`src/rtl/store_lane_formatter.sv`:
```
// store_lane_formatter
//   Store-path lane formatter between EX and data memory. Takes a big-endian
//   register-order store (SB/SH/SW) and registers a little-endian memory write
//   (word address, lane data, byte enables) behind a single-entry
//   valid/ready stage. Misaligned or illegal stores are still passed through
//   with misaligned=1, mem_be=0 and mem_wdata=0, and are tallied in a
//   saturating error counter.
// Ports:
//   clock, reset        rising-edge clock, synchronous active-high reset
//   flush               squash the held entry (blocks acceptance this cycle)
//   in_valid/in_ready   request handshake
//   in_addr/in_data     store byte address and register value
//   in_size             00 byte, 01 half, 10 word, 11 illegal
//   out_valid/out_ready memory-write handshake
//   mem_addr            word-aligned address
//   mem_wdata/mem_be    lane-formatted data and byte enables
//   misaligned          held entry is misaligned or illegal
//   err_count           saturating count of accepted misaligned/illegal stores
module store_lane_formatter #(
  parameter int ADDR_W    = 32,
  parameter int ERR_CNT_W = 8
) (
  input  logic                 clock,
  input  logic                 reset,
  input  logic                 flush,
  input  logic                 in_valid,
  output logic                 in_ready,
  input  logic [ADDR_W-1:0]    in_addr,
  input  logic [31:0]          in_data,
  input  logic [1:0]           in_size,
  output logic                 out_valid,
  input  logic                 out_ready,
  output logic [ADDR_W-1:0]    mem_addr,
  output logic [31:0]          mem_wdata,
  output logic [3:0]           mem_be,
  output logic                 misaligned,
  output logic [ERR_CNT_W-1:0] err_count
);

  logic [1:0]  off;
  logic        accept;
  logic [31:0] fmt_data;
  logic [3:0]  fmt_be;
  logic        fmt_mis;

  assign off      = in_addr[1:0];
  assign in_ready = !flush && (!out_valid || out_ready);
  assign accept   = in_valid && in_ready;

  // Register bytes are big-endian: the most significant stored byte lands
  // at the lowest memory offset.
  always_comb begin
    fmt_data = '0;
    fmt_be   = '0;
    fmt_mis  = 1'b0;
    case (in_size)
      2'b00: begin
        fmt_data = {24'h0, in_data[7:0]} << {off, 3'b000};
        fmt_be   = 4'b0001 << off;
      end
      2'b01: begin
        if (off[0]) begin
          fmt_mis = 1'b1;
        end else if (off[1]) begin
          fmt_data = {in_data[7:0], in_data[15:8], 16'h0};
          fmt_be   = 4'b1100;
        end else begin
          fmt_data = {16'h0, in_data[7:0], in_data[15:8]};
          fmt_be   = 4'b0011;
        end
      end
      2'b10: begin
        if (off != 2'b00) begin
          fmt_mis = 1'b1;
        end else begin
          fmt_data = {in_data[7:0], in_data[15:8], in_data[23:16], in_data[31:24]};
          fmt_be   = 4'b1111;
        end
      end
      default: fmt_mis = 1'b1;
    endcase
  end

  always_ff @(posedge clock) begin
    if (reset) begin
      out_valid  <= 1'b0;
      mem_addr   <= '0;
      mem_wdata  <= '0;
      mem_be     <= '0;
      misaligned <= 1'b0;
      err_count  <= '0;
    end else begin
      if (accept) begin
        out_valid  <= 1'b1;
        mem_addr   <= {in_addr[ADDR_W-1:2], 2'b00};
        mem_wdata  <= fmt_data;
        mem_be     <= fmt_be;
        misaligned <= fmt_mis;
        if (fmt_mis && (err_count != '1))
          err_count <= err_count + 1'b1;
      end else if (flush || out_ready) begin
        // Without an accept, either a flush or a completed drain empties
        // the stage; clearing when already empty is harmless.
        out_valid <= 1'b0;
      end
    end
  end

endmodule

```
`config.mk`:
```
export PLATFORM = sky130hd
export DESIGN_NAME = store_lane_formatter
export DESIGN_NICKNAME = d
export VERILOG_FILES = /design/src/rtl/store_lane_formatter.sv
export SDC_FILE = /design/constraint.sdc
export NUM_CORES = 1
export LEC_CHECK = 0
export ABC_AREA = 1
export CORE_MARGIN = 10
export CORE_UTILIZATION = 40
export CTS_CLUSTER_DIAMETER = 150
export DETAILED_ROUTE_END_ITERATION = 8
export HOLD_SLACK_MARGIN = 0.05
export PLACE_DENSITY = 0.77
export SLEW_MARGIN = 10
export SYNTH_ARGS = -nofsm -noshare
export SYNTH_HDL_FRONTEND = slang
export SYNTH_SLANG_ARGS = --single-unit
```
`constraint.sdc`:
```
create_clock -name clock -period 2 [get_ports clock]
set_input_delay 0.2 -clock clock [delete_from_list [all_inputs] [get_ports clock]]
set_output_delay 0.2 -clock clock [all_outputs]
set_load 0.02 [all_outputs]
```
; ---- Yosys cells after proc, flatten, opt, wreduce, memory -nomap -nowiden
; Index checks and enable logic that the tools add are counted.
[classes]
eq_ne = 3
n_addsub = 1
mux = 13
n_shift = 2
reduce_logical = 11
[ops]
columns = operator, count
row1 = two-way mux 32 bit, 3
row2 = case mux 32 bit (3 select lines), 1
row3 = << shifter 8 x 5 -> 32 bit, 1
row4 = two-way mux 4 bit, 3
row5 = case mux 4 bit (3 select lines), 1
row6 = "adder 8 x 1 -> 8 bit, second input constant", 1
row7 = "inequality test 8 bit, second input constant", 1
row8 = two-way mux 1 bit, 4
row9 = nonzero test 2 bit, 2
row10 = "<< shifter 1 x 2 -> 4 bit, first input constant", 1
row11 = logical AND 1 bit, 3
row12 = case mux 1 bit (3 select lines), 1
row13 = "== test 2 x 1 -> 1 bit, second input constant", 1
row14 = "== test 2 bit, second input constant", 1
row15 = zero test 1 bit, 2
row16 = zero test 2 bit, 1
row17 = logical OR 1 bit, 2
row18 = AND reduction 2 bit, 1
[word_totals]
elab_cells = 36
ff_bits = 76
in_bits = 71

; ---- Logic depth before layout (Yosys ltp)
[logic_depth]
word_depth = 5
ltp_mapped = 9
ltp_nobuf = 8

; ---- Least setup slack after synthesis
; No wires, ideal clock.
[synth_path]
path_kind = register -> register
from = register err_count[0]
to = register err_count[0]
setup_ns = 0.116
arrival_time_ns = 1.392
path_stages_with_launch = 9
path_slack_ns = 0.492
required_time_ns = 1.884
cell_sequence = dfxtp_1 > ha_1 > nand2_1 > inv_1 > nand3_2 > nand2_2 > clkinv_1 > nor2_1 > nor2_1
[synth_via]
elab_chain_len = 3
elab_cells_between_ends = 4
cone_classes = add/sub (1) / eq/ne (1) / reduce/logical (2)
[synth_rtl]
columns = item, line
row1 = from (decl), 37  ; output logic [ERR_CNT_W-1:0] err_count
row2 = from (signal assigned), 100  ; err_count <= err_count + 1'b1;
row3 = "parallel branches: the longest is 3 deep, another holds adder 8 x 1 -> 8 bit", -
; Parallel ways; which one is timed is not known.
; A chain may end at the register's enable or synchronous reset.

; ---- Worst setup path after layout
[layout_path]
from = input out_ready
to = output in_ready
[layout_via]
elab_chain_len = 2
[layout_rtl]
columns = item, line
row1 = from (decl), 32  ; input logic out_ready,
row2 = logical OR 1 bit, 47  ; assign in_ready = !flush && (!out_valid || out_ready);
row3 = logical AND 1 bit, 47
row4 = to (decl), 27  ; output logic in_ready,
; No other way between the ends.

==> results.py <==
metrics = {
    "outcome": {
        "status": "completed",
    },
    "critical_path": {
        "startpoint_type": "input port",
        "critPathBufInv": 4,
        "end_kind": "output pin",
        "crit_chain": "clkdlybuf4s50_1 -> inv_1 -> nand2_1 -> nand2_1 -> inv_1 -> clkdlybuf4s50_1",
        "critical_path_class": "in2out",
        "critPathSlowestCell": "clkdlybuf4s50_1",
        "slowest_delay_ns": 0.60,
        "worstPathRequired_ns": 1.80,
        "critPathTopFamily": "buffers and inverters",
        "arrival_ns": 1.49,
        "critPathMaxFanout": 2,
    },
    "cells_and_area": {
        "fin_nets": 707,
        "drive_gt1_share_pct": 6.41,
        "final_cell_area_sq_mm": 0.00516,
        "fin_cells": 745,
        "area_growth_pct": 51.3,
        "n_antenna_cell": 0,
    },
    "logic_synthesis": {
        "ys_seq_area_share_pct": 44.6,
        "synth-edff-count": 0,
        "yosys_warnings": 0,
        "syn_inst": 496,
        "synth.ff_latch_count": 76,
        "syn_avg_cell_area_sq_um": 6.88,
        "synth_cell_type_count": 27,
        "ys_top_cells_by_count": "200 x nand2_1, 76 x dfxtp_1, 73 x a21oi_1",
        "yosys.area.top_type": "dfxtp_1",
        "post-synth-top-area-fraction_pct": 44.6,
        "yosysMostFrequentCell": "nand2_1",
        "synthFlopType": "dfxtp_1",
        "synth.top_cells.by_area": "dfxtp_1 45%, nand2_1 22%, a21oi_1 11%",
        "synth_area_sq_mm": 0.00341,
        "async_flop_share_pct": 0,
    },
    "clock_network": {
        "clkTransAtPathRegs_ns": 0.08,
        "clock_latency_ns": 0.35,
        "cts_sinks": 76,
        "clock_path_buffers": 2,
        "htreeDepth": 3,
        "ctsHoldBuffers": 0,
        "numCtsBuffers": 9,
        "cts_resized": 0,
        "cts_setup_buffers": 0,
        "root_buffer": "clkbuf_8",
        "tritoncts": "done",
    },
    "grt": {
        "first_global_vias": 3660,
        "grt_pass1_wl_mm": 18.9,
        "grt_max_degree": 50,
        "grt_overflow_total": 0,
        "antenna_found_initial": 0,
        "grtUsageTotal_pct": 18.0,
    },
    "routing": {
        "drc": 0,
        "num_vias": 3734,
        "avgRoutedWirePerCell_um": 15.8,
        "firstDrtPassIters": 7,
        "first_iter_violations": 247,
        "via_per_inst": 5.01,
        "ant_nets": 0,
        "wl_mm": 11.8,
    },
    "die": {
        "pin_count": 150,
        "die_w_um": 112,
        "die_area_sq_mm": 0.0126,
        "start_util_pct": 41.3,
        "core.rowCount": 33,
        "coreArea_sq_mm": 0.00826,
        "die_y_um": 112,
    },
    "power": {
        "p_leak_nw": 1.95,
        "p_total_mw": 3.43,
        "p_per_area_mw_per_mm2": 664,
        "max-vdd-ir-drop_uv": 564,
    },
    "place": {
        "placed_area_sq_mm": 0.00495,
        "place.gp.congestion": 0.901,
        "dpl.cell_count": 729,
        "io_buffers": 147,
        "dp_hpwl_mm": 9.15,
    },
    "timing": {
        "min_period_ns": 1.69,
        "fin_worst_skew_ns": 0.00890,
        "rsz0062_at_grt": "false",
        "hold-worst-slack_ns": 0.289,
        "hold_viol_final": 0,
        "fin_setup_tns_ns": 0,
        "drv_slew": 0,
        "setup_viol": 0,
        "timing.fmax_mhz": 591,
        "period_share_pct": 84.6,
    },
    "min_path": {
        "min-delay-path-class": "in2reg",
    },
    "job": {
        "cap_viol_max_count": 0,
    },
}
==> worst register-to-register path: stages (launching register included) <==
cell	delay (ns)
dfxtp_1	0.41
ha_1	0.21
nand2_1	0.08
inv_1	0.13
nand3_2	0.20
nand2_2	0.21
clkinv_1	0.10
nor2_1	0.09
nor2_1	0.05
==> worst paths after layout <==
path / from / end / slack [ns] / cells past startpoint
max: out_ready / in_ready / 0.31 / 6
min reg2reg: mem_addr[6] / mem_addr[6] / 0.47 / 2
min: reset / mem_wdata[9] / 0.29 / 2
max reg2reg: err_count[0] / err_count[0] / 0.41 / 8
==> metrics by stage <==
| stage | worst slack [ns] | util [%] |
|---|---|---|
| finish | 0.308 | 62.5 |
| global route | 0.217 | 62.5 |
| CTS | 0.299 | 62.5 |
| detailed placement | 0.0753 | 59.9 |
| global placement | 0.189 | 59.9 |
| floorplan | 0.492 | - |
==> final cells by class <==
cell class	count	area, sq um
tap	105	131
multi-input combinational	369	1650
timing repair buffer	158	1560
fill	761	3100
inverter	21	78.8
clock buffer	10	128
clock inverter	6	88.8
sequential	76	1520
==> cells by family (layout without fill, tap and decap cells) <==
group	after synthesis	after routing	synth area share [%]
flip-flops	76	76	44.6
adder cells (fa/ha/maj)	1	1	0.367
AO/OA/AOI/OAI	81	81	12.0
other	1	2	0.110
XOR/XNOR	1	1	0.257
buffers and inverters	52	195	7.08
AND/OR/NAND/NOR	284	284	35.6
==> report_power, final <==
part	total (mW)	switching, mW	internal, mW
logic	0.557	0.291	0.266
clock network	1.29	0.586	0.703
registers	1.58	0.0251	1.56
==> routing by layer <==
| metal | vias up | part of all wire, % | GRT usage [%] | wire, um |
|---|---|---|---|---|
| li1 | 1884 | - | - | - |
| met1 | 1687 | 42 | 21.2 | 4920 |
| met2 | 149 | 49 | 30.6 | 5790 |
| met3 | 14 | 7.5 | 5.75 | 883 |
| met4 | 0 | 1.4 | 5.58 | 166 |
| met5 | - | 0 | 0 | 0 |
==> flip-flops by register name, summed over array words and instances (netlist names) <==
register,cells
mem_be,4
err_count,8
mem_wdata,32
out_valid,1
misaligned,1
mem_addr,30
==> placed cells by master (no fill, tap or decap), types with 2 or more instances in the layout <==
master / instances
a21oi_1: 73
buf_4: 10
bufinv_16: 2
clkbuf_8: 9
clkdlybuf4s50_1: 146
clkinvlp_4: 2
conb_1: 2
dfxtp_1: 76
inv_1: 16
inv_2: 4
nand2_1: 200
nand2_2: 2
nand3_1: 51
nand3_2: 3
nand4_1: 9
nor2_1: 11
nor2_4: 4
o21ai_0: 6
Power figures use the tool's default switching activity.
